`config.mk`:
```
export PLATFORM = sky130hd
export DESIGN_NAME = hier_path_decoder
export DESIGN_NICKNAME = d
export VERILOG_FILES = /design/src/rtl/hier_path_decoder.sv
export SDC_FILE = /design/constraint.sdc
export NUM_CORES = 1
export LEC_CHECK = 0
export ABC_AREA = 1
export CAP_MARGIN = 30
export CORE_MARGIN = 4
export CORE_UTILIZATION = 25
export CTS_CLUSTER_SIZE = 20
export DETAILED_ROUTE_END_ITERATION = 7
export PLACE_DENSITY = 0.49
export SYNTH_ARGS = -nofsm -noshare
export SYNTH_HDL_FRONTEND = slang
export SYNTH_SLANG_ARGS = --single-unit
```
`constraint.sdc`:
```
create_clock -name clk_i -period 8.5 [get_ports clk_i]
set_clock_uncertainty 0.2 [all_clocks]
set_input_delay 1.275 -clock clk_i [delete_from_list [all_inputs] [get_ports clk_i]]
set_output_delay 1.275 -clock clk_i [all_outputs]
set_load 0.1 [all_outputs]
```
`src/rtl/hier_path_decoder.sv`:
```
// hier_path_decoder
//
// Streaming mixed-radix decoder. It accepts one child-index digit per cycle,
// with the root level first, and folds the digits into a flat leaf number by
// the Horner rule: acc = acc * FANOUT + digit. A path ends on a digit with
// in_last_i set, or on the DEPTH-th digit. The result is then held on the
// outputs until the consumer takes it.
//
// Optional feature: define HPD_RANGE_CHECK_EN to flag digits >= FANOUT on
// out_err_o. When the macro is undefined, no comparator is built and out_err_o
// is tied low.
//
// Ports
//   clk_i        rising-edge clock
//   rst_ni       synchronous active-low reset
//   in_valid_i   in_digit_i / in_last_i are valid
//   in_ready_o   block accepts a digit this cycle (low while a result is held)
//   in_digit_i   child index at the current level
//   in_last_i    this digit terminates the path
//   out_valid_o  decoded result available
//   out_ready_i  consumer takes the result
//   out_leaf_o   accumulated mixed-radix leaf number
//   out_depth_o  number of digits consumed (1..DEPTH)
//   out_err_o    path contained a digit >= FANOUT (range check builds only)
module hier_path_decoder #(
  parameter int unsigned DEPTH  = 10,
  parameter int unsigned FANOUT = 5,
  parameter int unsigned DIG_W  = 4,
  parameter int unsigned LEAF_W = 24
) (
  input  logic                       clk_i,
  input  logic                       rst_ni,
  input  logic                       in_valid_i,
  output logic                       in_ready_o,
  input  logic [DIG_W-1:0]           in_digit_i,
  input  logic                       in_last_i,
  output logic                       out_valid_o,
  input  logic                       out_ready_i,
  output logic [LEAF_W-1:0]          out_leaf_o,
  output logic [$clog2(DEPTH+1)-1:0] out_depth_o,
  output logic                       out_err_o
);

  localparam int unsigned CntW = $clog2(DEPTH + 1);
  localparam logic [LEAF_W-1:0] FanoutL = LEAF_W'(FANOUT);
  localparam logic [CntW-1:0]   DepthL  = CntW'(DEPTH);

  typedef enum logic [1:0] {
    StIdle,
    StCollect,
    StHold
  } state_e;

  state_e              state_q;
  logic [LEAF_W-1:0]   acc_q;
  logic [CntW-1:0]     cnt_q;
  logic                err_q;
  logic                in_ready_q;
  logic                out_valid_q;
  logic [LEAF_W-1:0]   out_leaf_q;
  logic [CntW-1:0]     out_depth_q;
  logic                out_err_q;

  logic                accept;
  logic                range_err;
  logic [LEAF_W-1:0]   acc_base;
  logic [LEAF_W-1:0]   acc_d;
  logic [CntW-1:0]     cnt_d;
  logic                err_d;
  logic                term;

`ifdef HPD_RANGE_CHECK_EN
  // Widen before comparing so FANOUT == 2^DIG_W cannot wrap the constant.
  assign range_err = (32'(in_digit_i) >= FANOUT);
`else
  assign range_err = 1'b0;
`endif

  assign accept = in_valid_i && in_ready_q;

  // Next-state accumulation for the digit on the input this cycle. A digit
  // accepted in StIdle starts a new path, so the held state is ignored there.
  always_comb begin
    acc_base = '0;
    cnt_d    = '0;
    err_d    = 1'b0;
    if (state_q == StCollect) begin
      acc_base = acc_q;
      cnt_d    = cnt_q;
      err_d    = err_q;
    end
    acc_d = (acc_base * FanoutL) + LEAF_W'(in_digit_i);
    cnt_d = cnt_d + CntW'(1);
    err_d = err_d | range_err;
    term  = in_last_i || (cnt_d == DepthL);
  end

  always_ff @(posedge clk_i) begin
    if (!rst_ni) begin
      state_q     <= StIdle;
      acc_q       <= '0;
      cnt_q       <= '0;
      err_q       <= 1'b0;
      in_ready_q  <= 1'b0;
      out_valid_q <= 1'b0;
      out_leaf_q  <= '0;
      out_depth_q <= '0;
      out_err_q   <= 1'b0;
    end else begin
      unique case (state_q)
        StIdle, StCollect: begin
          in_ready_q <= 1'b1;
          if (accept) begin
            acc_q <= acc_d;
            cnt_q <= cnt_d;
            err_q <= err_d;
            if (term) begin
              state_q     <= StHold;
              in_ready_q  <= 1'b0;
              out_valid_q <= 1'b1;
              out_leaf_q  <= acc_d;
              out_depth_q <= cnt_d;
              out_err_q   <= err_d;
            end else begin
              state_q <= StCollect;
            end
          end
        end
        StHold: begin
          // Outputs stay frozen until the consumer takes them.
          if (out_ready_i) begin
            state_q     <= StIdle;
            in_ready_q  <= 1'b1;
            acc_q       <= '0;
            cnt_q       <= '0;
            err_q       <= 1'b0;
            out_valid_q <= 1'b0;
            out_leaf_q  <= '0;
            out_depth_q <= '0;
            out_err_q   <= 1'b0;
          end
        end
        default: begin
          state_q    <= StIdle;
          in_ready_q <= 1'b1;
        end
      endcase
    end
  end

  assign in_ready_o  = in_ready_q;
  assign out_valid_o = out_valid_q;
  assign out_leaf_o  = out_leaf_q;
  assign out_depth_o = out_depth_q;
  assign out_err_o   = out_err_q;

endmodule

```
# After elaboration in Yosys (flattened, before gate mapping)
# Index checks and enable logic that the tools add are counted.
# Widths: inputs -> output; s select.
[totals]
register_bits = 62
inputBits = 9
out_inout_bits = 31
elab_cells = 58
[classes]
addsub = 2
n_mul = 1
n_eq_ne = 6
n_mux = 32
reduce_logical = 8
[op_table]
columns = ["operator", "n"]
rows = [
  ["$mux 24", 5],
  ["$pmux 24 s2", 2],
  ["$add 24x4->24", 1],
  ["$mul 24x3->24 const B", 1],
  ["$mux 4", 5],
  ["$pmux 4 s2", 2],
  ["$mux 1", 10],
  ["$pmux 1 s2", 4],
  ["$mux 2", 3],
  ["$ne 2x2->1 const B", 3],
  ["$add 4x1->4 const B", 1],
  ["$eq 4x4->1 const B", 1],
  ["$pmux 2 s2", 1],
  ["$reduce_and 4->1", 1],
  ["$reduce_and 3->1", 1],
  ["$eq 2x1->1 const B", 1],
  ["$eq 2x2->1 const B", 1],
  ["$logic_not 2->1", 1],
  ["$reduce_and 2->1", 1],
  ["$reduce_bool 2->1", 1],
  ["$reduce_or 2->1", 1],
  ["$logic_and 1x1->1", 1],
  ["$logic_or 1x1->1", 1],
]

# Depth between registers and ports, before layout
# Gate-level depths: netlist of run 1.
[logic_depth]
depth_word = 8
mapped_depth = 20
mapped_depth_nobuf = 19

# Worst setup path before layout of run 1
# Ideal clock, no wire load.
[synth_path]
path_type = "register to register"
startpoint = "register state_q[1]"
endpoint = "register out_leaf_q[4], in the netlist out_leaf_o[4]"
setup_time_ns = 0.113
arrival_ns = 3.048
required_ns = 8.187
setup_slack_ns = 5.139
path_stages_with_launch = 16
n_path_buf = 1
synth_period_minus_slack_ns = 3.361
cell_sequence = "dfxtp_1 > inv_2 > nand2_1 > clkbuf_1 > nor2_1 > ha_1 > fa_1 > ha_1 > inv_1 > nand2_1 > and2_1 > or2_2 > nand3_1 > a21oi_1 > o21ai_1 > inv_2"
[synth_via]
elab_chain_cells = 7
word_cells_on_any_way = 19
cone_classes = "add/sub (2); mul (1); eq/ne (6); mux (5); reduce/logical (5)"
[synth_rtl]
columns = ["element", "line_no", "text"]
rows = [
  ["from (decl)", "54", "state_e state_q;"],
  ["from (signal assigned)", "100", "state_q <= StIdle;"],
  ["from (signal assigned)", "118", "state_q <= StHold;"],
  ["from (signal assigned)", "125", "state_q <= StCollect;"],
  ["$eq 2x1->1", "87, 110", ""],
  ["$mux 24 / $mux 4 (equally long branches)", "87", "if (state_q == StCollect) begin"],
  ["$mul 24x3->24 / $add 4x1->4 (equally long branches)", "92, 93", ""],
  ["$add 24x4->24 / $eq 4x4->1 (equally long branches)", "92, 95", ""],
  ["$mux 24 / $logic_or 1x1->1 (equally long branches)", "117, 95", ""],
  ["$mux 24 / $ne 2x2->1 (equally long branches)", "-", ""],
  ["$pmux 24 s2 / $reduce_and 4->1 (equally long branches)", "-", ""],
  ["to (signal assigned)", "106", "out_leaf_q <= '0;"],
  ["to (signal assigned)", "121", "out_leaf_q <= acc_d;"],
  ["to (signal assigned)", "138", "out_leaf_q <= '0;"],
  ["to (decl)", "60", "logic [LEAF_W-1:0] out_leaf_q;"],
]
# Several ways; a longest one is shown, not always the timed one. The select of a mux whose other input is x is not followed.
# A chain may end at the register's enable or synchronous reset.

# Worst setup path in the final report of run 1
# Same ends and word-level chain as after synthesis.

==> metrics.txt, run 1 <==
Initial Utilization=0.255; drt drc=0; DR vias=4536; Least-Margin Pin Slew=0.980 ns; Worst setup SP type=flip-flop; Setup TNS=0 ns; Synth Area in Compound Gates=0.108; Final Hold Vio Count=0; clock root buffer=clkbuf_16; nets@finish=around 870; RSZ-0062 raised after global routing=no; largest net degree at the start of global routing=47; Tmin final=4.12 ns; peak supply drop=about 120 uV; Synth Area in XOR/XNOR=0.00182; I/O pins=40; clk buf depth=2; post-synthesis adder-cell area fraction=0.183; outcome=complete, no violations; Post-Syn Area per Cell=between 6 and 7 um^2; gpl congestion=approximately 0.86; CTS Buf Count=9; Die W=around 150 um; first-pass GRT wire length=~22000 um; Buf/Inv on CP=3; number of port buffers=39; cells after synthesis=760; largest family of logic cells by synthesized area=simple AND/OR/NAND/NOR gates; YS warnings=0; CP arrival=~4.2 ns; num rows=50; Cell variety after synth=30; Max Fanout on Critical Path=28; drt initial violations=approximately 260; Clock Latency Late Sink=between 0.3 and 0.4 ns; top cells by area, synth=dfxtp_1 26%, ha_1 17%, nand2_1 17%, inv_1 10%, a21oi_1 6.8%; CP endpoint kind=flip-flop; Antenna Cells=0; Core ar.=between 15000 and 20000 um^2; Filler cells=2114; Clock Sinks=between 60 and 70; Post-CTS Resized=0; total track usage=0.125; average vias per placed instance=approximately 4.3; post-CTS setup buffers=0; Fmax=243 MHz; multi-input logic area=slightly below 3000 um^2; cells along the critical path=inv_2 -> nand2_1 -> nor2_1 -> ha_1 -> fa_1 -> ha_1 -> inv_1 -> nand2_1 -> and2_1 -> or2_2 -> nand3_1 -> a21oi_1 -> o21ai_1 -> inv_2; clk slew on worst S/H paths=0.06 ns; Final setup viols=0; CP Class=flip-flop to flip-flop; fin. max-slew vios=0; vias in the first global route=around 4400; mux share of post-synthesis cell area=0; die height=147 um; CP delay by family, top=simple AND/OR/NAND/NOR gates; Final HPWL DP=around 10000 um; DRT Wirelength=13300 um; register area share after synthesis=0.258; antenna violations before repair=0; crit share post-route=0.485; P per Cell Area=roughly 170 nW/um^2; Worst EP required=approximately 8.5 ns; share of the synthesized area in the top cell type=0.258; routed len/inst=about 13 um; max-cap violation count=0; flops & latches, synth=between 60 and 70; Routed Antenna Nets=0; Simple-Gate Fraction of Synth Area=0.323; hold buffer count at cts=0; final design utilization=0.308; master of the slowest instance on the critical path=nand2_1; DR pass1 iterations=7; cell taking the most area after synthesis=dfxtp_1; syn nets=approximately 840; gr ovfl total=0; Max H-tree Level=3; Worst Hold Class=flip-flop to flip-flop; Pleak=about 3.1 nW; die area=about 22000 um^2; Area Growth Syn to Fin=20.7%; CTS tree=built; sequential cell area=1240 um^2; area of the mapped netlist=4810 um^2; slew margin rel.=0.344; share of layout cells above drive strength 1=0.0464; worst stage delay on the critical path=about 0.73 ns
==> flip-flops by register name (all words and copies together), names as in the netlist <==
name / cells
acc_q: 24
cnt_q: 4
err_q: 1
in_ready_o: 1
out_depth_o: 4
out_err_o: 1
out_leaf_o: 24
out_valid_o: 1
state_q: 2
==> worst reg2reg max path: stages (launching register included) <==
cell	delay (ns)
dfxtp_1	0.50
inv_2	0.13
nand2_1	0.73
nor2_1	0.16
ha_1	0.37
fa_1	0.46
ha_1	0.36
inv_1	0.12
nand2_1	0.08
and2_1	0.23
or2_2	0.29
nand3_1	0.08
a21oi_1	0.10
o21ai_1	0.18
inv_2	0.04
==> cell families (layout without fill, tap and decap cells) <==
logic type	Yosys count	after routing
AOI/OAI and AO/OA	99	99
xor gates and xnor gates	1	1
adders and majority gates	69	69
buffers and inverters	156	194
DFF	62	62
and+or+nand+nor	373	373
==> through the flow <==
step	hold WS, ns	setup WS [ns]	instances	total power [mW]	instance area (um^2)
floorplan	0.223	5.14	760	0.487	4810
global placement	0.237	4.36	1043	0.537	5450
detailed placement	0.240	4.34	1043	0.537	5450
CTS	0.249	4.32	1058	0.980	5810
global route	0.279	4.02	1058	1.01	5810
finish	0.249	4.38	1058	0.967	5810
==> worst paths after layout <==
path / depth (start not counted) / startpoint / slack [ns] / endpoint
max: 14 / state_q[1]$_SDFFE_PN0P_ / 4.38 / out_leaf_o[4]$_SDFFE_PN0P_
min: 2 / acc_q[7]$_SDFFE_PN0P_ / 0.25 / acc_q[7]$_SDFFE_PN0P_
max reg2reg: 14 / state_q[1]$_SDFFE_PN0P_ / 4.38 / out_leaf_o[4]$_SDFFE_PN0P_
min reg2reg: 2 / acc_q[7]$_SDFFE_PN0P_ / 0.25 / acc_q[7]$_SDFFE_PN0P_
==> cell usage in the layout (no fill, tap or decap), types with 4 or more instances in the layout <==
| cell | instances |
|---|---|
| nor2_1 | 76 |
| clkdlybuf4s50_1 | 39 |
| a21oi_1 | 65 |
| inv_2 | 7 |
| nand3b_1 | 4 |
| nand3_1 | 49 |
| or2_2 | 5 |
| o21ai_1 | 23 |
| o21ai_0 | 5 |
| ha_1 | 67 |
| clkbuf_16 | 9 |
| dfxtp_1 | 62 |
| nand2_1 | 221 |
| nand4_1 | 9 |
| inv_1 | 131 |
==> where the power goes <==
group	switching, mW	internal (mW)
logic	0.151	0.0522
clock network	0.129	0.309
registers	0.0131	0.313
total	0.293	0.674
==> area by class of cell <==
class / count / area share
clock buffer: 12 / 0.0459
clock inverter: 3 / 0.0155
inverter: 138 / 0.0892
multi-input combinational: 542 / 0.510
sequential: 62 / 0.214
tap: 260 / 0.0560
timing repair buffer: 41 / 0.0698
==> cells in the mapped netlist <==
cell	count
nand2_1	221
a211oi_1	1
clkbuf_1	10
o21ai_2	1
dfxtp_1	62
buf_2	4
o21ai_1	23
nand4_1	9
nand3_2	1
nor2_4	2
fa_1	2
inv_2	7
a21oi_1	65
buf_6	1
and2_1	2
xor2_1	1
o21a_1	2
nand3b_1	4
or2_2	5
inv_1	131
o21ai_0	5
nand2_2	2
a21oi_4	1
buf_4	3
a21boi_0	1
nand2_4	1
nor3_1	1
nand3_1	49
ha_1	67
nor2_1	76
==> per-layer routing <==
layer  global-route usage  vias to the layer above  part of all wire
li1                     -                     2460                 -
met1                0.162                     1986              0.48
met2                0.212                       75              0.47
met3               0.0265                       15             0.032
met4               0.0292                        0             0.016
met5                    0                        -                 0
(Power assumes the default switching activity.)
==> inputs of run 2 (changes only) <==
Clock period 8.5 ns to 3.8 ns, I/O delays scaled along.
==> run 2 against run 1 <==
Effect of this change:
- routed wire length down 4.2%
- cell area about the same
- utilization barely moved
- count of clock-buffer cells in the layout is 2 lower
- global-route usage shrank 0.32 points
- hold slack improved by 0.0029 ns
- die area stayed put
- final cell count grew 0.38%
- sequential share of layout area about the same
- largest power group unchanged
- highest routed layer unchanged
==> metrics.txt, run 2 (same netlist as run 1, synthesis figures left out) <==
outcome=complete, no violations; die area=between 20000 and 25000 um^2; largest net degree at the start of global routing=39; pre-CTS setup slack=~0.14 ns; slew margin rel.=0.341; Initial Utilization=0.255; die height=roughly 150 um; Clock Latency Late Sink=0.33 ns; switching power=between 0.6 and 0.7 mW; setup slack after layout=between 0.3 and 0.4 ns; drt initial violations=184; Setup TNS=0 ns; fin. max-slew vios=0; Placement Cell Area=roughly 5500 um^2; clock power share=0.429; CTS tree=built; CP endpoint kind=flip-flop; Final Power=~2.1 mW; vias in the first global route=roughly 4500; final instance area=between 5000 and 6000 um^2; first-pass GRT wire length=21500 um; P_int=between 1 and 1.5 mW; Die W=approximately 150 um; Area Growth Syn to Fin=20.6%; drt drc=0; most frequent CP cell=nand2_1; Worst setup SP type=flip-flop; CP arrival=between 3 and 4 ns; most frequent cells in the layout=220 x nand2_1, 131 x inv_1, 75 x nor2_1; clk buf depth=2; Pleak=3.08 nW; average vias per placed instance=~4.2; master of the slowest instance on the critical path=ha_1; CTS Buf Count=9; crit share post-route=0.906; multi-input logic area=just under 3000 um^2; RSZ-0062 raised after global routing=no; DR vias=4485; Antenna Cells=0; Max H-tree Level=3; Tmin final=between 3 and 4 ns; commonest non-fill, non-tap cell in the layout=nand2_1; Clock Sinks=62; Worst EP required=between 3 and 4 ns; Core ar.=18800 um^2; Final setup viols=0; Fmax=291 MHz; Routed Antenna Nets=0; hold buffer count at cts=0; Sw Ratio=0.321; total track usage=0.121; combinational power share=0.221; DR pass1 iterations=4; post-CTS setup buffers=0; nets@finish=875; Final Hold Vio Count=0; Post-CTS Resized=0; peak supply drop=a little over 200 uV; Worst Hold Class=flip-flop to flip-flop; gpl congestion=0.819; P per Cell Area=around 360 nW/um^2; Seq pwr share=0.350; Filler cells=approximately 2100; Least-Margin Pin Slew=0.986 ns; Max Fanout on Critical Path=15; gr ovfl total=0; sequential cell area=between 1000 and 1500 um^2; antenna violations before repair=0; cells along the critical path=inv_2 -> nand2_2 -> buf_4 -> nor2_1 -> ha_1 -> ha_1 -> ha_1 -> nand2_1 -> inv_1 -> a21oi_1 -> nand2_1 -> nand2_1 -> nand3_1 -> nand2_1 -> nand3_1 -> a21oi_1; Final HPWL DP=~10000 um; num rows=50; worst stage delay on the critical path=between 0.3 and 0.4 ns; routed len/inst=roughly 12 um; I/O pins=40; CP Class=flip-flop to flip-flop; max-cap violation count=0; clk slew on worst S/H paths=roughly 0.060 ns; number of port buffers=39; clock root buffer=clkbuf_16; DRT Wirelength=approximately 13000 um; share of layout cells above drive strength 1=0.0536
-- run 2: cell types whose count changed in the layout (fill, tap and decap cells not counted), sizes merged --
cell | before | now
buf | 2 | 5
clkbuf | 12 | 10
clkinv | 0 | 2
clkinvlp | 0 | 2
bufinv | 3 | 2
-- run 2: area by class of cell --
| type | instances | area share |
|---|---|---|
| clock inverters | 6 | 0.0147 |
| multi-input cells | 542 | 0.511 |
| repair buffers | 44 | 0.0738 |
| inverters | 138 | 0.0893 |
| clock buffers | 10 | 0.0412 |
| well taps | 260 | 0.0561 |
| flip-flops and latches | 62 | 0.214 |
-- run 2: worst max-delay path: cells and delay by family, from the launching register on --
family	cells	cell delay (ns)
DFF	1	0.32
buffers and inverters	3	0.45
and+or+nand+nor	8	1.02
AOI/OAI and AO/OA	2	0.44
adders and majority gates	3	0.92
-- run 2: path summary, 6_finish.rpt --
path / startpoint / to / slack, ns / cells after the start
max: state_q[1]$_SDFFE_PN0P_ / acc_q[20]$_SDFFE_PN0P_ / 0.36 / 16
min: acc_q[6]$_SDFFE_PN0P_ / acc_q[6]$_SDFFE_PN0P_ / 0.25 / 2
max reg2reg: state_q[1]$_SDFFE_PN0P_ / acc_q[20]$_SDFFE_PN0P_ / 0.36 / 16
min reg2reg: acc_q[6]$_SDFFE_PN0P_ / acc_q[6]$_SDFFE_PN0P_ / 0.25 / 2
-- run 2: routing by layer --
layer / vias to the layer above / track usage / share of wire
met2: 53 / 0.209 / 0.46
met3: 12 / 0.0238 / 0.027
met1: 1955 / 0.158 / 0.50
met4: 0 / 0.0263 / 0.011
met5: - / 0 / 0
li1: 2465 / - / -
-- run 2: power groups by stage --
stage                     clock network [mW]  registers [mW]  logic (mW)
after floorplan                            0           0.916       0.174
after global placement                     0           0.740       0.464
after detailed placement                   0           0.740       0.463
after CTS                              0.915           0.727       0.465
after global routing                   0.941           0.732       0.499
final                                  0.890           0.726       0.459
-- run 2: through the flow --
step / util / instances / hold WS, ns
2_1_floorplan: - / 760 / 0.223
3_3_place_gp: 0.291 / 1046 / 0.238
3_5_place_dp: 0.291 / 1046 / 0.243
4_1_cts: 0.308 / 1062 / 0.252
5_1_grt: 0.308 / 1062 / 0.275
6_report: 0.308 / 1062 / 0.252
